<file path="config.mk">
export PLATFORM = sky130hd
export DESIGN_NAME = frame_aligner
export DESIGN_NICKNAME = d
export VERILOG_FILES = /design/src/rtl/frame_pkg.sv /design/src/rtl/fas_detector.sv /design/src/rtl/frame_aligner.sv
export SDC_FILE = /design/constraint.sdc
export NUM_CORES = 1
export LEC_CHECK = 0
export ABC_AREA = 1
export CAP_MARGIN = 20
export CORE_MARGIN = 8
export CORE_UTILIZATION = 45
export DETAILED_ROUTE_END_ITERATION = 7
export DONT_BUFFER_PORTS = 1
export SYNTH_ARGS = -nofsm -noshare
export SYNTH_HDL_FRONTEND = slang
export SYNTH_HIERARCHICAL = 1
export SYNTH_SLANG_ARGS = --single-unit
</file>
<file path="constraint.sdc">
create_clock -name i_clk -period 2.05 [get_ports i_clk]
set_clock_uncertainty 0.05 [all_clocks]
set_input_delay 0.205 -clock i_clk [delete_from_list [all_inputs] [get_ports i_clk]]
set_output_delay 0.205 -clock i_clk [all_outputs]
set_load 0.02 [all_outputs]
</file>
<file path="src/rtl/frame_pkg.sv">
// Shared frame geometry and FAS definition for the mapper, demapper and aligner.
// Contents:
//   FRAME_ROWS, FRAME_COLS   frame geometry (4 x 1041)
//   FAS_PATTERN, FAS_LEN     6-byte frame alignment signal, MSB byte sent first at (0,0)
//   FAS_CHECK_COL            column of the last FAS byte, where the FAS is checked
//   OOF_THRESH               consecutive bad FAS checks in SYNC before returning to HUNT
//   state_e                  aligner FSM states
package frame_pkg;

    localparam int unsigned FRAME_ROWS    = 4;
    localparam int unsigned FRAME_COLS    = 1041;
    localparam int unsigned FAS_LEN       = 6;
    localparam int unsigned FAS_CHECK_COL = 5;
    localparam int unsigned OOF_THRESH    = 5;

    localparam logic [FAS_LEN*8-1:0] FAS_PATTERN = 48'hF6F6F6282828;

    localparam int unsigned ROW_W  = 2;
    localparam int unsigned COL_W  = 11;
    localparam int unsigned MISS_W = 3;

    localparam logic [ROW_W-1:0]  ROW_LAST  = ROW_W'(FRAME_ROWS - 1);
    localparam logic [COL_W-1:0]  COL_LAST  = COL_W'(FRAME_COLS - 1);
    localparam logic [COL_W-1:0]  CHECK_COL = COL_W'(FAS_CHECK_COL);
    localparam logic [MISS_W-1:0] MISS_LAST = MISS_W'(OOF_THRESH - 1);

    typedef enum logic [1:0] {
        StHunt,
        StPresync,
        StSync
    } state_e;

endpackage

</file>
<file path="src/rtl/fas_detector.sv">
// FAS detector: 48-bit shift register of received words plus a comparator.
// Ports:
//   i_clk, i_rst   clock, synchronous active-high reset
//   i_data         received word
//   i_valid        word qualifier; the shift register only advances on valid words
//   o_match        combinational: the last five stored words plus the current word form the FAS
module fas_detector
    import frame_pkg::*;
(
    input  logic       i_clk,
    input  logic       i_rst,
    input  logic [7:0] i_data,
    input  logic       i_valid,
    output logic       o_match
);

    logic [FAS_LEN*8-1:0] shreg_q, shreg_d;

    // The current word is included so the match lines up with the word at the check column.
    assign shreg_d = {shreg_q[FAS_LEN*8-9:0], i_data};
    assign o_match = i_valid && (shreg_d == FAS_PATTERN);

    always_ff @(posedge i_clk) begin
        if (i_rst) begin
            shreg_q <= '0;
        end else if (i_valid) begin
            shreg_q <= shreg_d;
        end
    end

endmodule

</file>
<file path="src/rtl/frame_aligner.sv">
// Receive-side frame aligner: hunts for the FAS, confirms it, then tracks frame position.
// Ports:
//   i_clk, i_rst   clock, synchronous active-high reset
//   i_data/i_valid unaligned input word stream, no backpressure
//   o_data/o_valid input delayed by one register stage
//   o_row_cnt      row of the o_data word (0 in HUNT)
//   o_col_cnt      column of the o_data word (0 in HUNT)
//   o_sof          pulse when o_data is at (0,0) while in SYNC
//   o_in_frame     high while in SYNC
//   o_oof          high while in HUNT
module frame_aligner
    import frame_pkg::*;
(
    input  logic             i_clk,
    input  logic             i_rst,
    input  logic [7:0]       i_data,
    input  logic             i_valid,
    output logic [7:0]       o_data,
    output logic             o_valid,
    output logic [ROW_W-1:0] o_row_cnt,
    output logic [COL_W-1:0] o_col_cnt,
    output logic             o_sof,
    output logic             o_in_frame,
    output logic             o_oof
);

    logic              match;
    state_e            state_q, state_d;
    // row_q/col_q hold the position of the next valid word while in PRESYNC/SYNC.
    logic [ROW_W-1:0]  row_q, row_d, cur_row;
    logic [COL_W-1:0]  col_q, col_d, cur_col;
    logic [MISS_W-1:0] miss_q, miss_d;
    logic              at_check;

    logic [7:0]        data_q;
    logic              valid_q;
    logic [ROW_W-1:0]  row_out_q;
    logic [COL_W-1:0]  col_out_q;
    logic              sof_q;
    logic              in_frame_q;
    logic              oof_q;

    fas_detector u_fas_detector (
        .i_clk   (i_clk),
        .i_rst   (i_rst),
        .i_data  (i_data),
        .i_valid (i_valid),
        .o_match (match)
    );

    assign at_check = (row_q == '0) && (col_q == CHECK_COL);

    always_comb begin
        state_d = state_q;
        row_d   = row_q;
        col_d   = col_q;
        miss_d  = miss_q;
        cur_row = row_q;
        cur_col = col_q;

        if (i_valid) begin
            if (state_q == StHunt) begin
                if (match) begin
                    // The matching word is the last FAS byte, i.e. (0,5).
                    state_d = StPresync;
                    cur_row = '0;
                    cur_col = CHECK_COL;
                    row_d   = '0;
                    col_d   = CHECK_COL + COL_W'(1);
                end
            end else begin
                if (col_q == COL_LAST) begin
                    col_d = '0;
                    row_d = (row_q == ROW_LAST) ? '0 : row_q + ROW_W'(1);
                end else begin
                    col_d = col_q + COL_W'(1);
                end

                if (at_check) begin
                    if (state_q == StPresync) begin
                        state_d = match ? StSync : StHunt;
                    end else if (match) begin
                        miss_d = '0;
                    end else if (miss_q == MISS_LAST) begin
                        state_d = StHunt;
                        miss_d  = '0;
                    end else begin
                        miss_d = miss_q + MISS_W'(1);
                    end
                end

                if (state_d == StHunt) begin
                    row_d = '0;
                    col_d = '0;
                end
            end
        end
    end

    always_ff @(posedge i_clk) begin
        if (i_rst) begin
            state_q <= StHunt;
            row_q   <= '0;
            col_q   <= '0;
            miss_q  <= '0;
        end else begin
            state_q <= state_d;
            row_q   <= row_d;
            col_q   <= col_d;
            miss_q  <= miss_d;
        end
    end

    // Output stage: status reflects the state after the current word has been processed.
    always_ff @(posedge i_clk) begin
        if (i_rst) begin
            data_q     <= '0;
            valid_q    <= 1'b0;
            row_out_q  <= '0;
            col_out_q  <= '0;
            sof_q      <= 1'b0;
            in_frame_q <= 1'b0;
            oof_q      <= 1'b1;
        end else begin
            data_q     <= i_data;
            valid_q    <= i_valid;
            in_frame_q <= (state_d == StSync);
            oof_q      <= (state_d == StHunt);
            sof_q      <= i_valid && (state_d == StSync) && (cur_row == '0) && (cur_col == '0);
            if (i_valid) begin
                row_out_q <= (state_d == StHunt) ? '0 : cur_row;
                col_out_q <= (state_d == StHunt) ? '0 : cur_col;
            end
        end
    end

    assign o_data     = data_q;
    assign o_valid    = valid_q;
    assign o_row_cnt  = row_out_q;
    assign o_col_cnt  = col_out_q;
    assign o_sof      = sof_q;
    assign o_in_frame = in_frame_q;
    assign o_oof      = oof_q;

endmodule

</file>
Word level (Yosys, flattened, before mapping)

Index checks and enable logic that the tools add are counted.

$add $sub $neg: 3
Equal/unequal tests: 8
Muxes and demuxes: 28
Bitwise gates (word level): 2
Reductions and logical operators: 15

Operator list:

| kind                                            | number |
|---|---|
| 2-to-1 mux 11 bit                               | 8 |
| == test 48 bit (second input constant)          | 1 |
| 2-to-1 mux 2 bit                                | 18 |
| adder 11 x 1 -> 11 bit (second input constant)  | 1 |
| == test 11 bit (second input constant)          | 1 |
| == test 11 x 3 -> 1 bit (second input constant) | 1 |
| logical NOT 11 bit                              | 1 |
| logical NOT 2 bit                               | 5 |
| 2-to-1 mux 3 bit                                | 2 |
| logical AND 1 bit                               | 5 |
| == test 2 bit (second input constant)           | 2 |
| AND reduction 2 bit                             | 2 |
| AND reduction 4 bit                             | 1 |
| adder 3 x 1 -> 3 bit (second input constant)    | 1 |
| == test 3 bit (second input constant)           | 1 |
| nonzero test 3 bit                              | 1 |
| adder 2 x 1 -> 2 bit (second input constant)    | 1 |
| == test 2 x 1 -> 1 bit (second input constant)  | 1 |
| inequality test 2 bit (second input constant)   | 1 |
| inverter 1 bit                                  | 2 |

Bits in registers: 83
Input port bits: 11
Output and inout port bits: 25

Longest topological paths before layout

Gate-level depths: netlist of the first run.

Depth in word-level cells: 13
Mapped depth: 19

Hierarchy

The synthesis of the first run kept the hierarchy.

By module, submodules not included:

| module        | times used | cells each | area an instance (um2) | seq. area each (um2) |
|---|---|---|---|---|
| frame_aligner | 1          | 279        | 2049.5                 | 860.8 |
| fas_detector  | 1          | 210        | 1562.7                 | 800.8 |

Least setup slack after synthesis of the first run

OpenSTA, ideal clock, no wires.

Path kind: register to register
From: reg u_fas_detector.shreg_q[19]
To: reg col_q[10]
Data arrival time: 1.605 ns
Required time: 1.922 ns
Path slack: 0.317 ns
Cell stages (with the launch flop): 19
Buffers on the path: 1
Clock period less this slack: 1.733 ns
Path through: dfxtp_1 inv_1 nand2_1 nor2_1 nand2_1 nor2_1 nand2_1 nor2_1 buf_4 inv_1 nand3_1 nand2_1 nand2_1 nand4_1 nand3_2 nand2_2 nand2_1 inv_2 nor3_1

Longest elaborated chain between the ends: 10

RTL lines:

| what                                | RTL line                                 | RTL |
|---|---|---|
| start: declaration                  | fas_detector.sv:17                       | `logic [FAS_LEN*8-1:0] shreg_q, shreg_d;` |
| start signal: assignment            | fas_detector.sv:27                       | `shreg_q <= shreg_d;` |
| == test 48 bit *                    | fas_detector.sv:21                       | `assign o_match = i_valid && (shreg_d == FAS_PATTERN);` |
| logical AND 1 bit *                 | fas_detector.sv:21                       |  |
| named net match                     | frame_aligner.sv:27                      | `logic match;` |
| 2-to-1 mux 2 bit (on tied branches) | frame_aligner.sv:82, frame_aligner.sv:81 |  |
| 2-to-1 mux 2 bit                    | frame_aligner.sv:80                      | `if (state_q == StPresync) begin` |
| 2-to-1 mux 2 bit                    | frame_aligner.sv:79                      | `if (at_check) begin` |
| 2-to-1 mux 2 bit                    | frame_aligner.sv:62                      | `if (state_q == StHunt) begin` |
| 2-to-1 mux 2 bit                    | frame_aligner.sv:61                      | `if (i_valid) begin` |
| logical NOT 2 bit                   | frame_aligner.sv:92                      | `if (state_d == StHunt) begin` |
| 2-to-1 mux 11 bit                   | frame_aligner.sv:92                      |  |
| 2-to-1 mux 11 bit                   | frame_aligner.sv:62                      |  |
| end signal: assignment              | frame_aligner.sv:109                     | `col_q <= col_d;` |
| end: declaration                    | frame_aligner.sv:31                      | `logic [COL_W-1:0] col_q, col_d, cur_col;` |

The timed path passes the listed nets; every way through them passes the cells marked *. The select of a mux whose other input is x is not followed.
A chain may end at the register's enable or synchronous reset.

Final worst setup path of the first run

From: in i_data[5]
To: reg row_q[0]

Longest elaborated chain between the ends: 10

RTL lines:

| what                                                              | RTL line                                 | RTL |
|---|---|---|
| start: declaration                                                | frame_aligner.sv:16                      | `input logic [7:0] i_data,` |
| == test 48 bit *                                                  | fas_detector.sv:21                       |  |
| logical AND 1 bit *                                               | fas_detector.sv:21                       |  |
| named net match                                                   | frame_aligner.sv:27                      |  |
| 2-to-1 mux 2 bit (on tied branches)                               | frame_aligner.sv:82, frame_aligner.sv:81 |  |
| 2-to-1 mux 2 bit                                                  | frame_aligner.sv:80                      |  |
| 2-to-1 mux 2 bit                                                  | frame_aligner.sv:79                      |  |
| 2-to-1 mux 2 bit                                                  | frame_aligner.sv:62                      |  |
| 2-to-1 mux 2 bit                                                  | frame_aligner.sv:61                      |  |
| logical NOT 2 bit                                                 | frame_aligner.sv:92                      |  |
| nonzero test 3 bit (no line) or 2-to-1 mux 2 bit (tied branches)  | -                                        |  |
| AND reduction 2 bit (no line) or 2-to-1 mux 2 bit (tied branches) | -                                        |  |
| end signal: assignment                                            | frame_aligner.sv:108                     | `row_q <= row_d;` |
| end: declaration                                                  | frame_aligner.sv:30                      | `logic [ROW_W-1:0] row_q, row_d, cur_row;` |

Marks and branches as above.

==> out/summary.txt, run 1 <==
Max Freq: 496 MHz
Drt wl/cell: 13.4 µm
Mean Syn Cell Area: 7.39 µm²
Yosys Warn Count: 6
Yosys top cell area share: 0.460
Max Slew Vio Count: 0
Synth area leaders: dfxtp_1 46%, nor2_1 9.4%, nand2_1 8.3%
Clk sink count: 83
Synth Area in Compound Gates: 0.136
Post-synthesis mux area share: 0
Asr flop ratio synth: 0
DIE AREA: 11,200 µm²
WS Path Type: primary input to flop
Pwr Total: 0.00308 W
DR iter-0 viols: 117
Fin. Hold Viols: 0
H-tree levels: 3
CP arrival: 2.23 ns
Pwr Density: 740 nW/µm²
Final wirelength: 8310 µm
Post-detail-place hpwl: 5310 µm
Die width: 106 µm
Pre-antenna DRT Iters: 4
Vias per cell: 5.06
Post-Syn Nets: 507
Post-synth EDFFs: 0
Critical Path RT: 2.27 ns
Netlist Area Pre-Place: 3610 µm²
Fin worst setup slack: 0.0355 ns
Fillers: 750
Total gr overflow: 0
Area Growth Syn to Fin: 15.4%
Simple-gate share of the synthesized area: 0.276
Worst setup endpoint: row_q[0]
Seq/Total Area, Yosys: 0.460
IO Port Bufs: 0
Clock slew at reported path FFs: 0.09 ns
Commonest register cell after synthesis: dfxtp_1
Status: complete, no violations
Worst vdd ir: 449 µV
Critical path origin: i_data[5]
Worst-path fanout max: 5
Placed Area: 3620 µm²
Most frequent cells in the layout: 82 x nor2_1, 79 x dfxtp_1, 75 x nand2_1
DRC: 0
Chip height: 106 µm
Slew headroom: 0.559
Critical path launch point type: primary input
Starting Density: 0.465
Post-route setup TNS: 0 ns
Synth Instances: 489
Antenna violations before repair: 0
Synth Area in XOR/XNOR: 0.00727
#FFs+latches synth: 83
Placed insts: 573
Cell area after layout: 4170 µm²
Synth area leader: dfxtp_1
Routed vias: 3,129
ANT cells: 0
Adder-cell share of the synthesized area: 0.0242
Pleak: 1.75 nW
Maximum root-to-sink buffer count: 2
Max_cap viols: 0
Non-Filler Instances: 618
Worst slew pin tran: 0.660 ns
Unrepaired setup endpoints after global routing: true
Leading cell type in the layout, fill and taps excluded: nor2_1
Row cnt: 32
CTS buffer count: 9
Core Region: 7770 µm²
TritonCTS clock tree: built
Largest net degree at the start of global routing: 51
Final nets: 529
Reg2Reg Launch Point: u_fas_detector/shreg_q[10]
I/O pin count: 36
Netlist cell types: 38
Tcrit/Tclk final: 0.983
Endpoints failing setup: 0
Hold WC Path Type: primary input to flop
First-pass GRT wire length: 14,000 µm
Main combinational cell family by area after synthesis: simple AND/OR/NAND/NOR gates
R2R depth: 19
Layout cell share with drive strength beyond 1: 0.151
DP Worst Slack: -0.0289 ns
CTS root buf: clkbuf_8
RePlAce Congestion: 0.871
Tmin final: 2.01 ns
Setup slack, reg-to-reg: 0.04 ns
Antenna Nets Post-Route: 0
Vias in the first global route: 2,995
Crit end category: flop
Reg2reg end: row_q[0]
GRT Util Overall: 0.153
Clock insertion delay at the later pin of the skew report: 0.37 ns
==> critical path, cell delays in order <==
cell,delay (ns)
dlygate4sd3_1,0.56
inv_1,0.07
nor2_1,0.08
nand2_1,0.05
nor2_1,0.11
nand3_1,0.10
nor2_1,0.09
buf_4,0.14
inv_2,0.04
nand3_2,0.05
nand2_2,0.06
nand2_2,0.07
nand4_1,0.12
nand3_2,0.15
nand2_2,0.08
nand2_2,0.10
nand2_1,0.05
nand2_1,0.07
nor2_2,0.04
==> registers in the layout (all words and copies together) (netlist names) <==
| name | count |
|---|---|
| o_in_frame | 1 |
| o_data | 8 |
| o_col_cnt | 11 |
| u_fas_detector/shreg_q | 40 |
| miss_q | 3 |
| o_valid | 1 |
| col_q | 11 |
| o_row_cnt | 2 |
| state_q | 2 |
| row_q | 2 |
| o_sof | 1 |
| o_oof | 1 |
==> stage by stage <==
stage,hold slack [ns],util
3_3_place_gp,0.228,0.467
2_1_floorplan,0.224,-
5_1_grt,0.0210,0.537
4_1_cts,0.00606,0.523
3_5_place_dp,0.230,0.467
6_report,0.00363,0.537
==> cell type report <==
cell class	count	area, µm²	area share
well taps	102	128	0.0306
clock buffers	9	124	0.0297
inverters	55	216	0.0519
repair buffers	32	305	0.0733
flip-flops and latches	83	1670	0.400
clock inverters	7	67.6	0.0162
multi-input cells	330	1660	0.398
==> power breakdown <==
part	internal [W]	switching (W)
clock network	0.000476	0.000681
registers	0.00168	0.0000471
logic	0.0000823	0.000124
==> layer usage <==
metal	track usage	part of all wire	wire length [µm]
met1	0.171	0.44	3680
met2	0.261	0.49	4110
met3	0.0359	0.034	284
met4	0.0915	0.029	237
met5	0	0	0
==> synthesized netlist by cell type, types with 3 or more instances <==
library cell  instances
nor2_1               90
dfxtp_1              83
nand2_1              80
inv_1                46
o21ai_0              43
a21oi_1              40
nand3_1              31
clkbuf_1              7
ha_1                  7
nand4_1               7
inv_2                 6
buf_2                 5
buf_6                 4
nand2_2               4
buf_4                 3
nor2_4                3
nor3_1                3
nor3_2                3
xor2_1                3
==> worst min-delay path by stage <==
stage	start	to	cells past startpoint	slack, ns
floorplan	i_rst	u_fas_detector/shreg_q[39]	1	0.22
global placement	i_rst	o_col_cnt[6]	1	0.23
detailed placement	i_rst	o_col_cnt[8]	1	0.23
CTS	i_valid	u_fas_detector/shreg_q[18]	2	0.006
global route	i_valid	u_fas_detector/shreg_q[18]	2	0.02
finish	i_valid	row_q[1]	3	0.004
==> kinds of logic after synthesis <==
logic type,Yosys count
xor+xnor,3
compound gates,91
buf+inv,76
fa+ha+maj,7
simple gates,229
flops,83
==> what timing repair did <==
action / in CTS / in global routing
hold buffers: 22 / 0
endpoints found under the hold margin: 61 / 0
buffers inserted: 2 / 5
pin swaps: 1 / 16
endpoints found under the setup margin: 13 / 22
resized for setup: 0 / 31
(Power assumes the default switching activity.)
==> run 2, diff against run 1 <==
CAP_MARGIN = default   (was 20)
clock period = 1.7 ns   (was 2.05 ns; I/O delays follow)
==> out/summary.txt, run 2 (synthesized netlist as in run 1, its figures left out) <==
Pwr Density: 800 nW/µm² (+8.0%)
Max Freq: 513 MHz
Leading cell type in the layout, fill and taps excluded: nor2_1
GRT Util Overall: 0.169 (+0.0161)
Pwr Total: 0.00379 W (+23%)
WS Path Type: flop to flop
Post-detail-place hpwl: 5810 µm (+9.4%)
Clock slew at reported path FFs: 0.09 ns (about the same)
Clk sink count: 83 (unchanged)
Worst vdd ir: 486 µV (+8.3%)
Pleak: 2.07 nW (+18%)
Critical Path RT: 1.90 ns (-0.37 ns)
Setup slack, reg-to-reg: -0.25 ns (-0.28 ns)
Worst slew pin tran: 1.00 ns (+0.340 ns)
Hold Path Stages: 2 (-1)
Max_cap viols: 0 (unchanged)
Final wirelength: 9340 µm (+12%)
Maximum root-to-sink buffer count: 2 (unchanged)
Fin. Hold Viols: 8 (+8)
CTS root buf: clkbuf_8
Pre-antenna DRT Iters: 4 (unchanged)
First-pass GRT wire length: 15,600 µm (+12%)
Most frequent cells in the layout: 82 x nor2_1, 77 x dfxtp_1, 74 x nand2_1
H-tree levels: 3 (unchanged)
Row cnt: 32 (unchanged)
Max Slew Vio Count: 0 (unchanged)
Die width: 106 µm (unchanged)
DR iter-0 viols: 128 (+9.4%)
Failing checks: hold timing, setup timing
Antenna violations before repair: 0 (unchanged)
Tcrit/Tclk final: 1.15
Slew headroom: 0.331 (-0.228)
Core Region: 7770 µm² (unchanged)
Drt wl/cell: 13.7 µm (+1.7%)
Total gr overflow: 0 (unchanged)
TritonCTS clock tree: built
Final nets: 594 (+12%)
CP arrival: 2.15 ns (-0.08 ns)
RePlAce Congestion: 0.878 (+0.83%)
DIE AREA: 11,200 µm² (unchanged)
R2R depth: 18 (-1)
Endpoints failing setup: 23 (+23)
Reg2Reg Launch Point: u_fas_detector/shreg_q[3]
ANT cells: 0 (unchanged)
Routed vias: 3,408 (+8.9%)
Unrepaired setup endpoints after global routing: true
Crit end category: flop
CTS Hold Bufs: 40 (+82%)
Tmin final: 1.95 ns
I/O pin count: 36 (unchanged)
Fin worst setup slack: -0.248 ns (-0.283 ns)
Layout cell share with drive strength beyond 1: 0.229 (+0.0778)
Starting Density: 0.465 (unchanged)
CTS buffer count: 9 (unchanged)
Fillers: 729 (-2.8%)
Largest net degree at the start of global routing: 65 (+27%)
Vias per cell: 4.99 (-1.4%)
DRC: 0 (unchanged)
Worst Hold Launch: i_valid
IO Port Bufs: 0 (unchanged)
Worst-path fanout max: 5 (unchanged)
Area Growth Syn to Fin: 31.3%
Critical path launch point type: flop
Post-route setup TNS: -4.56 ns (-4.56 ns)
Critical path origin: u_fas_detector/shreg_q[3]
Antenna Nets Post-Route: 0 (unchanged)
Largest register FFs: 40 (unchanged)
Clock insertion delay at the later pin of the skew report: 0.35 ns (-0.02 ns)
Status: finished, violations left
Chip height: 106 µm (unchanged)
Final hold slack: -0.0750 ns (-0.0786 ns)
Vias in the first global route: 3,493 (+17%)
Hold WC Path Type: primary input to flop
Register bank with the most flops: u_fas_detector/shreg_q
run 2: path summary, 6_finish.rpt:
path                                 to
max reg2reg                    row_q[1]
min reg2reg  u_fas_detector/shreg_q[39]
max                            row_q[1]
min                       o_col_cnt[10]
run 2: what timing repair did:
item,in CTS,in global routing
pin swaps,12,12
resized for setup,11,28
endpoints found under the hold margin,63,9
cloned,0,0
setup buffers,3,2
setup endpoints to repair,23,26
run 2: power breakdown:
part | total, W | switching (W) | leakage [nW] | internal (W)
sequential | 0.00207 | 0.0000512 | 0.682 | 0.00202
clock | 0.00135 | 0.000768 | 0.0944 | 0.000586
combinational | 0.000368 | 0.000170 | 1.29 | 0.000198
run 2: stage by stage:
stage	worst slack, ns	area, µm²	hold WS [ns]	utilization	std cells
floorplan	-0.00925	3620	0.189	-	489
finish	-0.248	4740	-0.0750	0.611	683
global placement	-0.181	4010	0.194	0.516	622
global route	-0.435	4740	-0.0890	0.611	683
detailed placement	-0.225	4010	0.196	0.516	622
CTS	-0.198	4650	-0.0874	0.599	681
run 2: metal layers:
metal / part of all wire / vias to the layer above / wire length, µm / track usage
met5: 0 / - / 0 / 0
met4: 0.019 / 0 / 174 / 0.0693
met3: 0.034 / 14 / 319 / 0.0329
met2: 0.52 / 63 / 4880 / 0.304
met1: 0.42 / 1593 / 3970 / 0.192
li1: - / 1738 / - / -
run 2: layout make-up:
type,instances,area (µm²),area share
clock buffer,10,138,0.0290
clock inverter,6,50.0,0.0106
inverter,55,211,0.0446
multi-input combinational,330,1710,0.360
sequential,83,1670,0.352
tap,102,128,0.0269
timing repair buffer,97,841,0.177
run 2: critical path: stages (launching register included):
cell     delay (ns)
dfxtp_2        0.33
inv_2          0.03
nor2_1         0.08
nand2_1        0.08
nor2_2         0.12
nand3_1        0.08
nor2_1         0.13
buf_4          0.16
inv_2          0.04
nand3_2        0.05
nand2_2        0.05
nand2_1        0.06
nand4_1        0.13
nand3_2        0.13
nand2_2        0.07
nand2_2        0.10
nand2_1        0.05
nand2_1        0.05
nor2_1         0.05
==> run 3, diff against run 2 <==
HOLD_SLACK_MARGIN = 0.03   (was default)
clock period = 1.8 ns   (was 1.7 ns; I/O delays follow)
==> out/summary.txt, run 3 (synthesized netlist as in run 1, its figures left out) <==
Starting Density: 0.465 (unchanged)
Crit end category: flop
CTS buffer count: 9 (unchanged)
DP Worst Slack: -0.213 ns (+0.0114 ns)
Endpoints failing setup: 22 (-4.3%)
Worst Hold Path EP: o_sof
Fin. Hold Viols: 1 (-7)
Clock slew at reported path FFs: 0.10 ns (about the same)
Clock insertion delay at the later pin of the skew report: 0.36 ns (about the same)
WS Path Type: flop to flop
Antenna Nets Post-Route: 0 (unchanged)
Unrepaired setup endpoints after global routing: true
H-tree levels: 3 (unchanged)
Max Freq: 495 MHz (-3.6%)
I/O pin count: 36 (unchanged)
Maximum root-to-sink buffer count: 2 (unchanged)
Worst Hold Launch: i_valid
Cell area after layout: 4750 µm² (+0.21%)
Setup slack, reg-to-reg: -0.22 ns (+0.03 ns)
Final hold slack: -0.0164 ns (+0.0586 ns)
Fin worst setup slack: -0.220 ns (+0.0282 ns)
Pre-antenna DRT Iters: 4 (unchanged)
DR iter-0 viols: 190 (+48%)
Post-detail-place hpwl: 5680 µm (-2.3%)
Pwr Density: 776 nW/µm² (-3.0%)
CTS root buf: clkbuf_8
CP arrival: 2.22 ns (+0.07 ns)
Worst slew pin tran: 1.06 ns (+0.0552 ns)
Critical Path RT: 2.00 ns (+0.10 ns)
Hold Path Stages: 2 (unchanged)
DRC: 0 (unchanged)
Tmin final: 2.02 ns (+0.0718 ns)
Layout cell share with drive strength beyond 1: 0.190 (-0.0389)
Largest register FFs: 40 (unchanged)
IO Port Bufs: 0 (unchanged)
Hold WC Path Type: primary input to flop
Max_cap viols: 0 (unchanged)
Reg2reg end: row_q[0]
Routed vias: 3,352 (-1.6%)
Chip height: 106 µm (unchanged)
RePlAce Congestion: 0.865 (-1.5%)
Worst vdd ir: 538 µV (+11%)
Drt wl/cell: 13.1 µm (-4.3%)
Final nets: 592 (-0.34%)
Register bank with the most flops: u_fas_detector/shreg_q
Critical path launch point type: flop
Vias per cell: 4.92 (-1.4%)
DIE AREA: 11,200 µm² (unchanged)
Row cnt: 32 (unchanged)
Slew headroom: 0.294 (-0.0369)
Leading cell type in the layout, fill and taps excluded: nor2_1
Reg2Reg Launch Point: u_fas_detector/shreg_q[1]
Status: finished, violations left
R2R depth: 17 (-1)
Most frequent cells in the layout: 83 x nor2_1, 81 x dfxtp_1, 75 x nand2_1
Clk sink count: 83 (unchanged)
GRT Util Overall: 0.163 (-0.00654)
TritonCTS clock tree: built
Total gr overflow: 0 (unchanged)
Area Growth Syn to Fin: 31.6%
Die width: 106 µm (unchanged)
Tcrit/Tclk final: 1.12 (-0.0237)
Worst-path fanout max: 4 (-1)
Max Slew Vio Count: 0 (unchanged)
Core Region: 7770 µm² (unchanged)
Antenna violations before repair: 0 (unchanged)
Pleak: 2.03 nW (-1.8%)
First-pass GRT wire length: 15,200 µm (-2.8%)
CTS Hold Bufs: 49 (+23%)
Largest net degree at the start of global routing: 65 (unchanged)
Final wirelength: 8910 µm (-4.6%)
Placed Area: 3920 µm² (-2.4%)
Vias in the first global route: 3,355 (-4.0%)
Failing checks: hold timing, setup timing
ANT cells: 0 (unchanged)
run 3: final cells by class:
class | count | area, µm²
fillers | 712 | 3010
multi-input cells | 330 | 1690
flip-flops and latches | 83 | 1660
repair buffers | 95 | 856
inverters | 55 | 211
well taps | 102 | 128
clock buffers | 9 | 124
clock inverters | 7 | 81.3
run 3: how the worst max path moves through the flow:
stage	slack (ns)	to	cells past startpoint	from
after global placement	-0.14	row_q[0]	18	u_fas_detector/shreg_q[3]
after CTS	-0.19	row_q[0]	19	u_fas_detector/shreg_q[8]
after global routing	-0.42	row_q[1]	19	u_fas_detector/shreg_q[19]
final	-0.22	row_q[0]	17	u_fas_detector/shreg_q[1]
after detailed placement	-0.21	col_q[10]	17	u_fas_detector/shreg_q[3]
after floorplan	0.07	col_q[10]	18	u_fas_detector/shreg_q[19]
run 3: worst max-delay path: stages, from the launching register on:
cell     delay, ns
dfxtp_1       0.32
nor2_1        0.09
nand3_1       0.09
nor2_2        0.15
nand3_1       0.09
nor2_1        0.13
buf_4         0.15
inv_2         0.04
nand3_2       0.05
nand2_2       0.05
nand2_1       0.06
nand4_1       0.14
nand3_2       0.18
nand2_4       0.09
nand2_4       0.08
nand2_1       0.05
nand2_1       0.05
nor2_1        0.05
run 3: routing by layer:
layer	up-vias	global-route usage	share of wire
li1	1729	-	-
met1	1567	0.185	0.44
met2	42	0.287	0.51
met3	14	0.0402	0.028
met4	0	0.0623	0.019
met5	-	0	0
run 3: power by group:
group | switching, W | internal (W) | total (W)
Combinational | 0.000156 | 0.000181 | 0.000337
Clock | 0.000731 | 0.000666 | 0.00140
Sequential | 0.0000480 | 0.00191 | 0.00195
run 3: per-stage QoR:
stage          hold WS (ns)   util  std cells  power (W)  setup TNS [ns]
6_report            -0.0164  0.612        681    0.00369           -3.43
5_1_grt             -0.0384  0.612        681    0.00385           -7.68
4_1_cts             -0.0436  0.604        679    0.00372           -2.94
3_5_place_dp          0.205  0.504        610    0.00223           -3.62
3_3_place_gp          0.204  0.504        610    0.00223           -2.34
2_1_floorplan         0.199      -        489    0.00217               0
run 3: repair_timing:
item                                   CTS  global route
gates resized for setup                 18            14
setup endpoints to repair               23            24
buffers inserted                         4             2
pin swaps                                4             5
endpoints found under the hold margin   63             8
==> RTL change (settings of run 3) <==
The output `o_data` loses its register stage (`data_q` becomes a continuous assignment).
--- a/src/rtl/frame_aligner.sv
+++ b/src/rtl/frame_aligner.sv
@@ -114,7 +114,6 @@
     // Output stage: status reflects the state after the current word has been processed.
     always_ff @(posedge i_clk) begin
         if (i_rst) begin
-            data_q     <= '0;
             valid_q    <= 1'b0;
             row_out_q  <= '0;
             col_out_q  <= '0;
@@ -122,7 +121,6 @@
             in_frame_q <= 1'b0;
             oof_q      <= 1'b1;
         end else begin
-            data_q     <= i_data;
             valid_q    <= i_valid;
             in_frame_q <= (state_d == StSync);
             oof_q      <= (state_d == StHunt);
@@ -134,6 +132,8 @@
         end
     end
 
+    assign data_q = i_data;
+
     assign o_data     = data_q;
     assign o_valid    = valid_q;
     assign o_row_cnt  = row_out_q;
Behaviour: not the same (Yosys sat finds a counterexample within 4 cycles, from zero or initial values and one cycle with i_rst high).
==> RTL change against run 3 <==
  * The run ends with negative setup slack left
  * Count of clock-buffer cells in the layout grew 1
  * Non-clock buffer count grew 10
  * Final area shrank 0.24%
  * Highest routed layer unchanged
  * Maximum frequency grew 4.7%
  * Sequential power shrank 10%
  * Total power shrank 3.6%
  * Sequential cell count shrank 8
  * Worst setup slack gained 90 ps
  * First-iteration DRC count shrank 5.8%
  * Area after synthesis shrank 2.4%
  * Routed wire length grew 6.1%
  * Utilization grew 0.81 points
==> RTL change: results (changes against run 3) <==
irDropWorstVdd_mv: 0.463  # was 0.538 mV
syn_nets: 507  # unchanged
fin_setup_tns_ps: -1860  # was -3430 ps
final-setup-viol-count: 21  # was 22
reg2reg_to: "o_col_cnt[2]"  # was row_q[0]
status: "finished, violations left"  # unchanged
drt_iter0_markers: 179  # was 190
drive_gt1_frac: 0.206  # was 0.190
seq_area_frac_synth: 0.426  # was 0.460
grt_pass1_vias: 3441  # was 3355
antenna_found_initial: 0  # unchanged
cpPeakStageDelay_ps: 350  # was 320 ps
synth.top_cells.by_count: "nand2_1, nor2_1, dfxtp_1"  # was nor2_1, dfxtp_1, nand2_1
r2r_cells: 15  # was 17
min_delay_path_depth: 3  # was 2
rr_startpoint: "u_fas_detector/shreg_q[21]"  # was u_fas_detector/shreg_q[1]
gp_congestion: 0.880  # was 0.865
cts-htree-levels: 3  # unchanged
grt_use_total: 0.179  # was 0.163
path_clk_slew_ps: 80  # was 100 ps
power.leakage_nw: 2.11  # was 2.03 nW
synth_area_leaders: "dfxtp_1, nand2_1, nor2_1, o21ai_0, nand3_1"  # was dfxtp_1, nor2_1, nand2_1, o21ai_0, a21oi_1
synthDistinctLibCells: 34  # was 38
placed_cell_area_sq_um: 3840  # was 3920 sq um
routed_via_density: 5.05  # was 4.92
setup_ws_ps: -129  # was -220 ps
crit_arrival_ps: 2180  # was 2220 ps
final_cells: 684  # was 681
met1_usage: 0.208  # was 0.185
cts.root.buffer_cell: "clkbuf_8"  # unchanged
fin_nets: 596  # was 592
relSlewSlack: 0.506  # was 0.294
gr-usage-met2: 0.315  # was 0.287
diodes: 0  # unchanged
place.detailed.hpwl_mm: 6.10  # was 5.68 mm
cts_made_buffers: 9  # unchanged
n_fill_cell: 677  # was 712
violations: "negative setup slack"  # was negative hold slack, negative setup slack
grtUsageMet3: 0.0424  # was 0.0402
routedWlPerCell_um: 13.8  # was 13.1 um
sw_frac_of_total: 0.232  # was 0.253
path_max_fanout: 6  # was 4
grt_pass1_wl_mm: 16.3  # was 15.2 mm
place_inst: 611  # was 610
worstHoldEndpoint: "row_q[1]"  # was o_sof
RTL change: through the flow:
step,util,hold slack (ps),worst slack [ps]
floorplan,-,199,32.6
global placement,0.502,204,-120
detailed placement,0.502,205,-129
CTS,0.610,-147,-105
global route,0.620,36.3,-280
finish,0.620,13.9,-129
RTL change: worst max-delay path by stage:
stage | from | to | slack, ps | depth (start not counted)
after global placement | u_fas_detector/shreg_q[3] | o_col_cnt[2] | -120 | 16
final | u_fas_detector/shreg_q[21] | o_col_cnt[2] | -130 | 15
after floorplan | u_fas_detector/shreg_q[19] | row_q[0] | 30 | 18
after detailed placement | u_fas_detector/shreg_q[3] | o_col_cnt[2] | -130 | 16
after CTS | u_fas_detector/shreg_q[10] | col_q[7] | -110 | 14
after global routing | u_fas_detector/shreg_q[3] | col_q[8] | -280 | 15
RTL change: metal layers:
| metal | vias up | share of wire |
|---|---|---|
| li1 | 1753 | - |
| met1 | 1629 | 0.44 |
| met2 | 62 | 0.51 |
| met3 | 11 | 0.041 |
| met4 | 0 | 0.016 |
| met5 | - | 0 |
RTL change: worst max-delay path: cells and delay by family, from the launching register on:
family                 cells  cell delay [ps]
AO/OA/AOI/OAI              1              130
flip-flops                 1              350
AND/OR/NAND/NOR           11             1060
buffers and inverters      3              280
RTL change: repair_timing:
item / in CTS / in global routing
pin swaps: 14 / 16
hold endpoints to repair: 51 / 1
resized for setup: 20 / 17
setup endpoints to repair: 21 / 25
setup buffers: 10 / 1
hold buffers: 46 / 2
RTL change: power by group through the flow:
stage	clock (mW)	sequential (mW)	combinational, mW
after floorplan	0	1.78	0.201
after global placement	0	1.79	0.250
after detailed placement	0	1.79	0.254
after CTS	1.46	1.75	0.358
after global routing	1.53	1.76	0.411
final	1.43	1.75	0.368
RTL change: layout make-up:
class	count	share of cell area
repair buffers	105	0.196
inverters	47	0.0388
well taps	102	0.0269
flip-flops and latches	75	0.317
multi-input cells	340	0.375
clock buffers	10	0.0290
clock inverters	5	0.0164
RTL change: cell families (layout without fill, tap and decap cells):
family,after synthesis,count (layout),share of synthesized area
adders and majority gates,7,7,0.0248
xor gates and xnor gates,1,1,0.00248
buffers and inverters,74,167,0.101
DFF,75,75,0.426
and+or+nand+nor,242,242,0.317
AOI/OAI and AO/OA,90,90,0.129
